$ cat src/rtl/recon_stream_parser.sv
// Recon header parser: strips the header from store frames, forwards the realigned payload,
// keeps a slot table of stored bitstreams and issues DMA read descriptors for loads.
module recon_stream_parser #(
    parameter int DATA_WIDTH    = 512,
    parameter int KEEP_WIDTH    = DATA_WIDTH / 8,
    parameter int HDR_OFFSET    = 46,
    parameter int ADDR_WIDTH    = 34,
    parameter int SLOT_COUNT    = 16,
    parameter int DMA_LEN_WIDTH = 20,
    parameter int DMA_TAG_WIDTH = 8
) (
    input  logic                     clk,
    input  logic                     rst,
    input  logic [DATA_WIDTH-1:0]    s_axis_tdata,
    input  logic [KEEP_WIDTH-1:0]    s_axis_tkeep,
    input  logic                     s_axis_tvalid,
    input  logic                     s_axis_tlast,
    output logic                     s_axis_tready,
    output logic [DATA_WIDTH-1:0]    m_axis_tdata,
    output logic [KEEP_WIDTH-1:0]    m_axis_tkeep,
    output logic                     m_axis_tvalid,
    output logic                     m_axis_tlast,
    input  logic                     m_axis_tready,
    output logic [ADDR_WIDTH-1:0]    m_base_addr,
    output logic                     m_base_addr_valid,
    output logic [ADDR_WIDTH-1:0]    m_read_desc_addr,
    output logic [DMA_LEN_WIDTH-1:0] m_read_desc_len,
    output logic [DMA_TAG_WIDTH-1:0] m_read_desc_tag,
    output logic                     m_read_desc_valid,
    input  logic                     m_read_desc_ready,
    output logic                     stat_len_err,
    output logic                     stat_lookup_miss,
    output logic                     stat_bad_func,
    output logic                     busy
);

    localparam int S      = HDR_OFFSET + 10;
    localparam int R      = KEEP_WIDTH - S;
    localparam int SLOT_W = $clog2(SLOT_COUNT);

    typedef enum logic [2:0] {IDLE, STORE, FLUSH, DMA_REQ, DROP} state_t;
    state_t state, state_next;

    logic [76:0]            hdr;
    logic [1:0]             h_func;
    logic                   h_sv;
    logic [ADDR_WIDTH-1:0]  h_addr;
    logic [7:0]             h_id;
    logic [31:0]            h_size;
    logic [SLOT_W-1:0]      h_slot;

    assign hdr    = s_axis_tdata[HDR_OFFSET*8 +: 77];
    assign h_func = hdr[1:0];
    assign h_sv   = hdr[2];
    assign h_addr = hdr[3 +: ADDR_WIDTH];
    assign h_id   = hdr[37 +: 8];
    assign h_size = hdr[45 +: 32];
    assign h_slot = h_id[SLOT_W-1:0];

    logic [ADDR_WIDTH-1:0]    slot_addr [SLOT_COUNT];
    logic [DMA_LEN_WIDTH-1:0] slot_len  [SLOT_COUNT];
    logic [SLOT_COUNT-1:0]    slot_valid;

    logic [R*8-1:0]        res_data;
    logic [R-1:0]          res_keep;
    logic [31:0]           count;
    logic [ADDR_WIDTH-1:0] st_addr;
    logic [SLOT_W-1:0]     st_slot;
    logic [31:0]           st_size;
    logic                  st_sv;
    logic                  ld_pending;

    logic [DATA_WIDTH-1:0] out_data;
    logic [KEEP_WIDTH-1:0] out_keep;
    logic                  out_valid;
    logic                  out_last;

    logic                  in_hs, idle_acc, out_free;
    logic [31:0]           pop_all, pop_hi, cnt_sum;
    logic [32:0]           sum_wide;

    logic                  fin_en, fin_bad, fin_sv;
    logic [31:0]           fin_count, fin_size;
    logic [SLOT_W-1:0]     fin_slot;
    logic [ADDR_WIDTH-1:0] fin_addr;

    function automatic logic [31:0] popcount(input logic [KEEP_WIDTH-1:0] k);
        logic [31:0] c;
        c = '0;
        for (int unsigned i = 0; i < KEEP_WIDTH; i++) c = c + 32'(k[i]);
        return c;
    endfunction

    assign in_hs    = s_axis_tvalid && s_axis_tready;
    assign idle_acc = (state == IDLE) && in_hs;
    assign out_free = !out_valid || m_axis_tready;
    assign pop_all  = popcount(s_axis_tkeep);
    assign pop_hi   = popcount(s_axis_tkeep >> S);
    assign sum_wide = {1'b0, count} + {1'b0, pop_all};
    assign cnt_sum  = sum_wide[32] ? '1 : sum_wide[31:0];

    // A store ends from one of three places; the header fields are still on the bus for the single-beat case.
    always_comb begin
        fin_en    = 1'b0;
        fin_count = count;
        fin_slot  = st_slot;
        fin_addr  = st_addr;
        fin_size  = st_size;
        fin_sv    = st_sv;
        if (idle_acc && h_func == 2'b00 && s_axis_tlast && !s_axis_tkeep[S]) begin
            fin_en    = 1'b1;
            fin_count = pop_hi;
            fin_slot  = h_slot;
            fin_addr  = h_addr;
            fin_size  = h_size;
            fin_sv    = h_sv;
        end else if (state == STORE && in_hs && s_axis_tlast && !s_axis_tkeep[S]) begin
            fin_en    = 1'b1;
            fin_count = cnt_sum;
        end else if (state == FLUSH && out_free) begin
            fin_en = 1'b1;
        end
    end
    assign fin_bad = fin_sv && (fin_count != fin_size);

    always_ff @(posedge clk) begin
        if (rst) state <= IDLE;
        else     state <= state_next;
    end

    always_comb begin
        state_next = state;
        unique case (state)
            IDLE: begin
                if (s_axis_tvalid) begin
                    unique case (h_func)
                        2'b00: begin
                            if (!s_axis_tlast)         state_next = STORE;
                            else if (s_axis_tkeep[S])  state_next = FLUSH;
                        end
                        2'b01: begin
                            if (!s_axis_tlast)         state_next = DROP;
                            else if (slot_valid[h_slot]) state_next = DMA_REQ;
                        end
                        default: begin
                            if (!s_axis_tlast)         state_next = DROP;
                        end
                    endcase
                end
            end
            STORE:   if (in_hs && s_axis_tlast) state_next = s_axis_tkeep[S] ? FLUSH : IDLE;
            FLUSH:   if (out_free) state_next = IDLE;
            DMA_REQ: if (m_read_desc_ready) state_next = IDLE;
            DROP:    if (s_axis_tvalid && s_axis_tlast) state_next = ld_pending ? DMA_REQ : IDLE;
            default: state_next = IDLE;
        endcase
    end

    always_comb begin
        s_axis_tready     = 1'b0;
        m_read_desc_valid = 1'b0;
        busy              = (state != IDLE);
        unique case (state)
            IDLE, DROP: s_axis_tready = !rst;
            STORE:      s_axis_tready = !rst && out_free;
            DMA_REQ:    m_read_desc_valid = 1'b1;
            default:    ;
        endcase
    end

    always_ff @(posedge clk) begin
        if (rst) begin
            slot_valid        <= '0;
            res_data          <= '0;
            res_keep          <= '0;
            count             <= '0;
            st_addr           <= '0;
            st_slot           <= '0;
            st_size           <= '0;
            st_sv             <= 1'b0;
            ld_pending        <= 1'b0;
            out_data          <= '0;
            out_keep          <= '0;
            out_valid         <= 1'b0;
            out_last          <= 1'b0;
            m_base_addr       <= '0;
            m_base_addr_valid <= 1'b0;
            m_read_desc_addr  <= '0;
            m_read_desc_len   <= '0;
            m_read_desc_tag   <= '0;
            stat_len_err      <= 1'b0;
            stat_lookup_miss  <= 1'b0;
            stat_bad_func     <= 1'b0;
        end else begin
            m_base_addr_valid <= 1'b0;
            stat_len_err      <= 1'b0;
            stat_lookup_miss  <= 1'b0;
            stat_bad_func     <= 1'b0;
            if (out_valid && m_axis_tready) out_valid <= 1'b0;

            if (idle_acc) begin
                ld_pending <= (h_func == 2'b01) && slot_valid[h_slot];
                unique case (h_func)
                    2'b00: begin
                        m_base_addr       <= h_addr;
                        m_base_addr_valid <= 1'b1;
                        st_addr           <= h_addr;
                        st_slot           <= h_slot;
                        st_size           <= h_size;
                        st_sv             <= h_sv;
                        res_data          <= s_axis_tdata[DATA_WIDTH-1 -: R*8];
                        res_keep          <= s_axis_tkeep[KEEP_WIDTH-1 -: R];
                        count             <= pop_hi;
                    end
                    2'b01: begin
                        m_read_desc_addr <= slot_addr[h_slot];
                        m_read_desc_len  <= slot_len[h_slot];
                        m_read_desc_tag  <= DMA_TAG_WIDTH'(h_id);
                        stat_lookup_miss <= !slot_valid[h_slot];
                    end
                    2'b10:   slot_valid[h_slot] <= 1'b0;
                    default: stat_bad_func <= 1'b1;
                endcase
            end

            if (state == STORE && in_hs) begin
                out_data  <= {s_axis_tdata[S*8-1:0], res_data};
                out_keep  <= {s_axis_tkeep[S-1:0], res_keep};
                out_valid <= 1'b1;
                out_last  <= s_axis_tlast && !s_axis_tkeep[S];
                res_data  <= s_axis_tdata[DATA_WIDTH-1 -: R*8];
                res_keep  <= s_axis_tkeep[KEEP_WIDTH-1 -: R];
                count     <= cnt_sum;
            end

            if (state == FLUSH && out_free) begin
                out_data  <= {{(DATA_WIDTH-R*8){1'b0}}, res_data};
                out_keep  <= {{S{1'b0}}, res_keep};
                out_valid <= 1'b1;
                out_last  <= 1'b1;
            end

            if (fin_en) begin
                if (fin_bad) stat_len_err <= 1'b1;
                else         slot_valid[fin_slot] <= 1'b1;
            end
        end
    end

    always_ff @(posedge clk) begin
        if (!rst && fin_en && !fin_bad) begin
            slot_addr[fin_slot] <= fin_addr;
            slot_len[fin_slot]  <= fin_count[DMA_LEN_WIDTH-1:0];
        end
    end

    assign m_axis_tdata  = out_data;
    assign m_axis_tkeep  = out_keep;
    assign m_axis_tvalid = out_valid;
    assign m_axis_tlast  = out_last;

endmodule
$ cat config.mk
export PLATFORM = sky130hd
export DESIGN_NAME = recon_stream_parser
export DESIGN_NICKNAME = d
export VERILOG_FILES = /design/src/rtl/recon_stream_parser.sv
export SDC_FILE = /design/constraint.sdc
export NUM_CORES = 2
export LEC_CHECK = 0
export ABC_AREA = 1
export CORE_AREA = 2 2 487 489
export DETAILED_ROUTE_END_ITERATION = 16
export DIE_AREA = 0 0 489 491
export GPL_TIMING_DRIVEN = 1
export SLEW_MARGIN = 20
export SYNTH_ARGS = -nofsm -noshare
export SYNTH_HDL_FRONTEND = slang
export SYNTH_SLANG_ARGS = --single-unit
$ cat constraint.sdc
create_clock -name clk -period 14.13 [get_ports clk]
set_input_delay 4.239 -clock clk [delete_from_list [all_inputs] [get_ports clk]]
set_output_delay 4.239 -clock clk [all_outputs]
set_load 0.03 [all_outputs]
==> flow_summary.ini <==
[run_status]
outcome = finished clean

[sta]
timing.slew.headroom_pct = 16.4
grt_setup_unrepaired = no
timing.setup.tns_ns = 0
max_slew.worst_pin.slew_ns = 1.25
finalWorstPathRequiredPeriod_ns = 12.80
clock-skew-final_ns = 0.104
timing.hold.ws_ns = 0.464
clock.fmax_mhz = 78.1
timing_max_transition_violations_final = 0
finalSetupViolCount = 0
final_min_period_over_clock_period_pct = 90.6
hold_viol_final = 0

[global_route]
gr-usage-all-layers_pct = 30.2
antenna_violations_before_repair = 139
grt_max_degree = 194
grt_pass1_wl_mm = 492
grt-ovfl-total = 0
grt_pass1_vias = 54052

[synth]
ys_async_sr_fraction_pct = 0
synth_fp_nets = 7282
ys_types = 44
postSynthCellCount = 6610
ys_seq_area_share_pct = 64.6
synth_enable_flop_cells = 864
yosys.cell_count.top_type = sky130_fd_sc_hd__nand2_1
synth_top_area_share_pct = 39.2
ys.flop_type = sky130_fd_sc_hd__edfxtp_1
synth.cells.most_frequent = sky130_fd_sc_hd__nand2_1, sky130_fd_sc_hd__edfxtp_1, sky130_fd_sc_hd__dfxtp_1
ys_warn_count = 0
synthTopCellsByArea = sky130_fd_sc_hd__edfxtp_1, sky130_fd_sc_hd__dfxtp_1, sky130_fd_sc_hd__nand2_1
post_synth.cell_area_avg_um2 = 10.0
synthesized_cell_area_um2 = 66100
postSynthRegisterBits = 1703
synth_top_cell_by_area = sky130_fd_sc_hd__edfxtp_1

[floorplanning]
boundaryPins = 1263
die_area_um2 = 240000
floorplan.initialDensity_pct = 28.2
die_width_um = 489
die_h_um = 491
core-area_um2 = 235000
fp-row-count = 178

[worst_setup_path]
crit_arrival_ns = 13.32
worstPathMaxFanout = 27
cp-end-kind = register
startpoint = s_axis_tkeep[63]
critPathRequiredTime_ns = 14.65
worst_path_largest_cell_delay_ns = 0.78
reg2regPathDepth = 32
reg2reg_from = count[0]$_SDFFE_PP0P_
cp-endpoint = slot_addr[3][25]$_DFFE_PP_
start_kind = input port
crit_path_top_delay_cell = sky130_fd_sc_hd__clkdlybuf4s50_1
capture_instance_of_the_worst_register_to_register_path = slot_addr[3][25]$_DFFE_PP_
crit_type = input port to register
regToRegSetupSlack_ns = 6.03

[clock_network]
tritoncts_num_sinks = 1703
cts_tree = yes
clock-root-buffer = sky130_fd_sc_hd__clkbuf_16
post_cts.repair.setup_buffers = 0
ctsLongestPathBuffers = 3
path_clk_slew_ns = 0.06
clk_latency_ns = 0.89
hold_buffers = 0
h-tree-depth = 4
gates_resized_cts_repair = 0
cts_buffers = 189

[power_and_ir_drop]
cellLeakagePower_nw = 30.9
p_per_area_nw_per_um2 = 172
peakVddDrop_uv = 409

[hold_path]
worst_hold_path_type = register to register

[detailed_routing]
detailedRoute.firstIterationViolations = 6863
post_route_wl_mm = 374
routedWlPerCell_um = 33.6
avgViaCountPerCell = 5.13
ant_nets = 0
drcViolationCount = 0
overall_via_count_from_detail_route = 57042
dr.pass1.iters = 7

[finish]
nets = 8411
fin_util_pct = 38.1
area_growth_synth_to_finish_pct = 35.1
finalNonFillerCells = 11126
final_layout_size_suffix_gt1_share_pct = 6.33

[placed_design]
port-buffer-count = 1262
gp_routability_congestion = 0.947
detailed_placement_wirelength_estimate_mm = 289
dp.cells = 10698

[run]
maxCapViolations = 0
[critical path: cells and delay by family]
kind,cells,cell delay [ns]
adder cells (fa/ha/maj),10,4.94
AND/OR/NAND/NOR,18,2.10
buffers and inverters,8,2.00
[area by class of cell]
type / instances / area (µm²)
Fill cell: 23127 / 145000
Sequential cell: 1703 / 42700
Multi-Input combinational cell: 4133 / 20600
Timing Repair Buffer: 1384 / 14000
Clock buffer: 241 / 5100
Tap cell: 3150 / 3940
Clock inverter: 115 / 1460
Inverter: 328 / 1260
Antenna cell: 72 / 180
[metrics by stage]
step	worst slack, ns	total power, mW	area [µm²]
3_5_place_dp	0.616	10.2	82600
2_1_floorplan	1.81	8.38	66100
5_1_grt	1.10	16.1	89300
4_1_cts	1.50	15.4	89100
3_3_place_gp	0.633	10.3	82600
6_report	1.33	15.3	89300
[cells by family after synthesis]
| kind of cell | count (synthesis) | share of synthesized area (%) |
|---|---|---|
| AOI/OAI and AO/OA | 1503 | 12.8 |
| xor gates and xnor gates | 8 | 0.106 |
| adders and majority gates | 90 | 2.38 |
| buffers and inverters | 774 | 4.48 |
| DFF | 1703 | 64.6 |
| and+or+nand+nor | 2532 | 15.6 |
[cell usage in the layout, fill, tap and decap left out, types with 41 or more instances in the layout]
cell	count
sky130_fd_sc_hd__nor2_1	400
sky130_fd_sc_hd__o21ai_0	294
sky130_fd_sc_hd__a22oi_1	216
sky130_fd_sc_hd__buf_4	83
sky130_fd_sc_hd__clkdlybuf4s50_1	1260
sky130_fd_sc_hd__diode_2	72
sky130_fd_sc_hd__a31oi_1	175
sky130_fd_sc_hd__clkbuf_16	189
sky130_fd_sc_hd__fa_1	60
sky130_fd_sc_hd__nand2_1	1631
sky130_fd_sc_hd__edfxtp_1	864
sky130_fd_sc_hd__dfxtp_1	839
sky130_fd_sc_hd__nand4_1	41
sky130_fd_sc_hd__nand3_1	389
sky130_fd_sc_hd__inv_1	296
sky130_fd_sc_hd__a21oi_1	718
[layer usage]
layer | GRT usage (%) | routed length, µm
met5 | 0 | 448
met4 | 17.9 | 25800
met3 | 10.7 | 39800
met2 | 48.5 | 174000
met1 | 34.5 | 134000
[flip-flops by register name, indices dropped and copies added (netlist names)]
register and count:
slot_addr 544, m_axis_tdata 512, slot_len 320, m_axis_tkeep 64
res_data 64, m_read_desc_addr 34, st_addr 34, count 32
st_size 32, m_read_desc_len 20, slot_valid 16, m_read_desc_tag 8
res_keep 8, st_slot 4, state 3, ld_pending 1
m_axis_tlast 1, m_axis_tvalid 1, m_base_addr_valid 1, st_sv 1
stat_bad_func 1, stat_len_err 1, stat_lookup_miss 1
[worst min-delay path by stage]
stage | slack (ns) | depth (start not counted) | endpoint | from
floorplan | 0.44 | 2 | st_size[11]$_SDFFE_PP0P_ | st_size[11]$_SDFFE_PP0P_
CTS | 0.46 | 2 | m_axis_tdata[76]$_SDFFE_PP0P_ | m_axis_tdata[76]$_SDFFE_PP0P_
global placement | 0.45 | 2 | m_axis_tdata[457]$_SDFFE_PP0P_ | m_axis_tdata[457]$_SDFFE_PP0P_
global route | 0.48 | 2 | m_axis_tdata[310]$_SDFFE_PP0P_ | m_axis_tdata[310]$_SDFFE_PP0P_
finish | 0.46 | 2 | m_axis_tdata[494]$_SDFFE_PP0P_ | m_axis_tdata[494]$_SDFFE_PP0P_
detailed placement | 0.45 | 2 | m_axis_tdata[76]$_SDFFE_PP0P_ | m_axis_tdata[76]$_SDFFE_PP0P_
[power by group]
group | total, mW | leakage, nW | switching [mW] | internal (mW)
clock | 5.20 | 3.15 | 2.25 | 2.96
combinational | 4.54 | 13.2 | 3.07 | 1.47
sequential | 5.61 | 14.5 | 0.155 | 5.45
total | 15.3 | 30.9 | 5.47 | 9.88
Power figures use the tool's default switching activity.
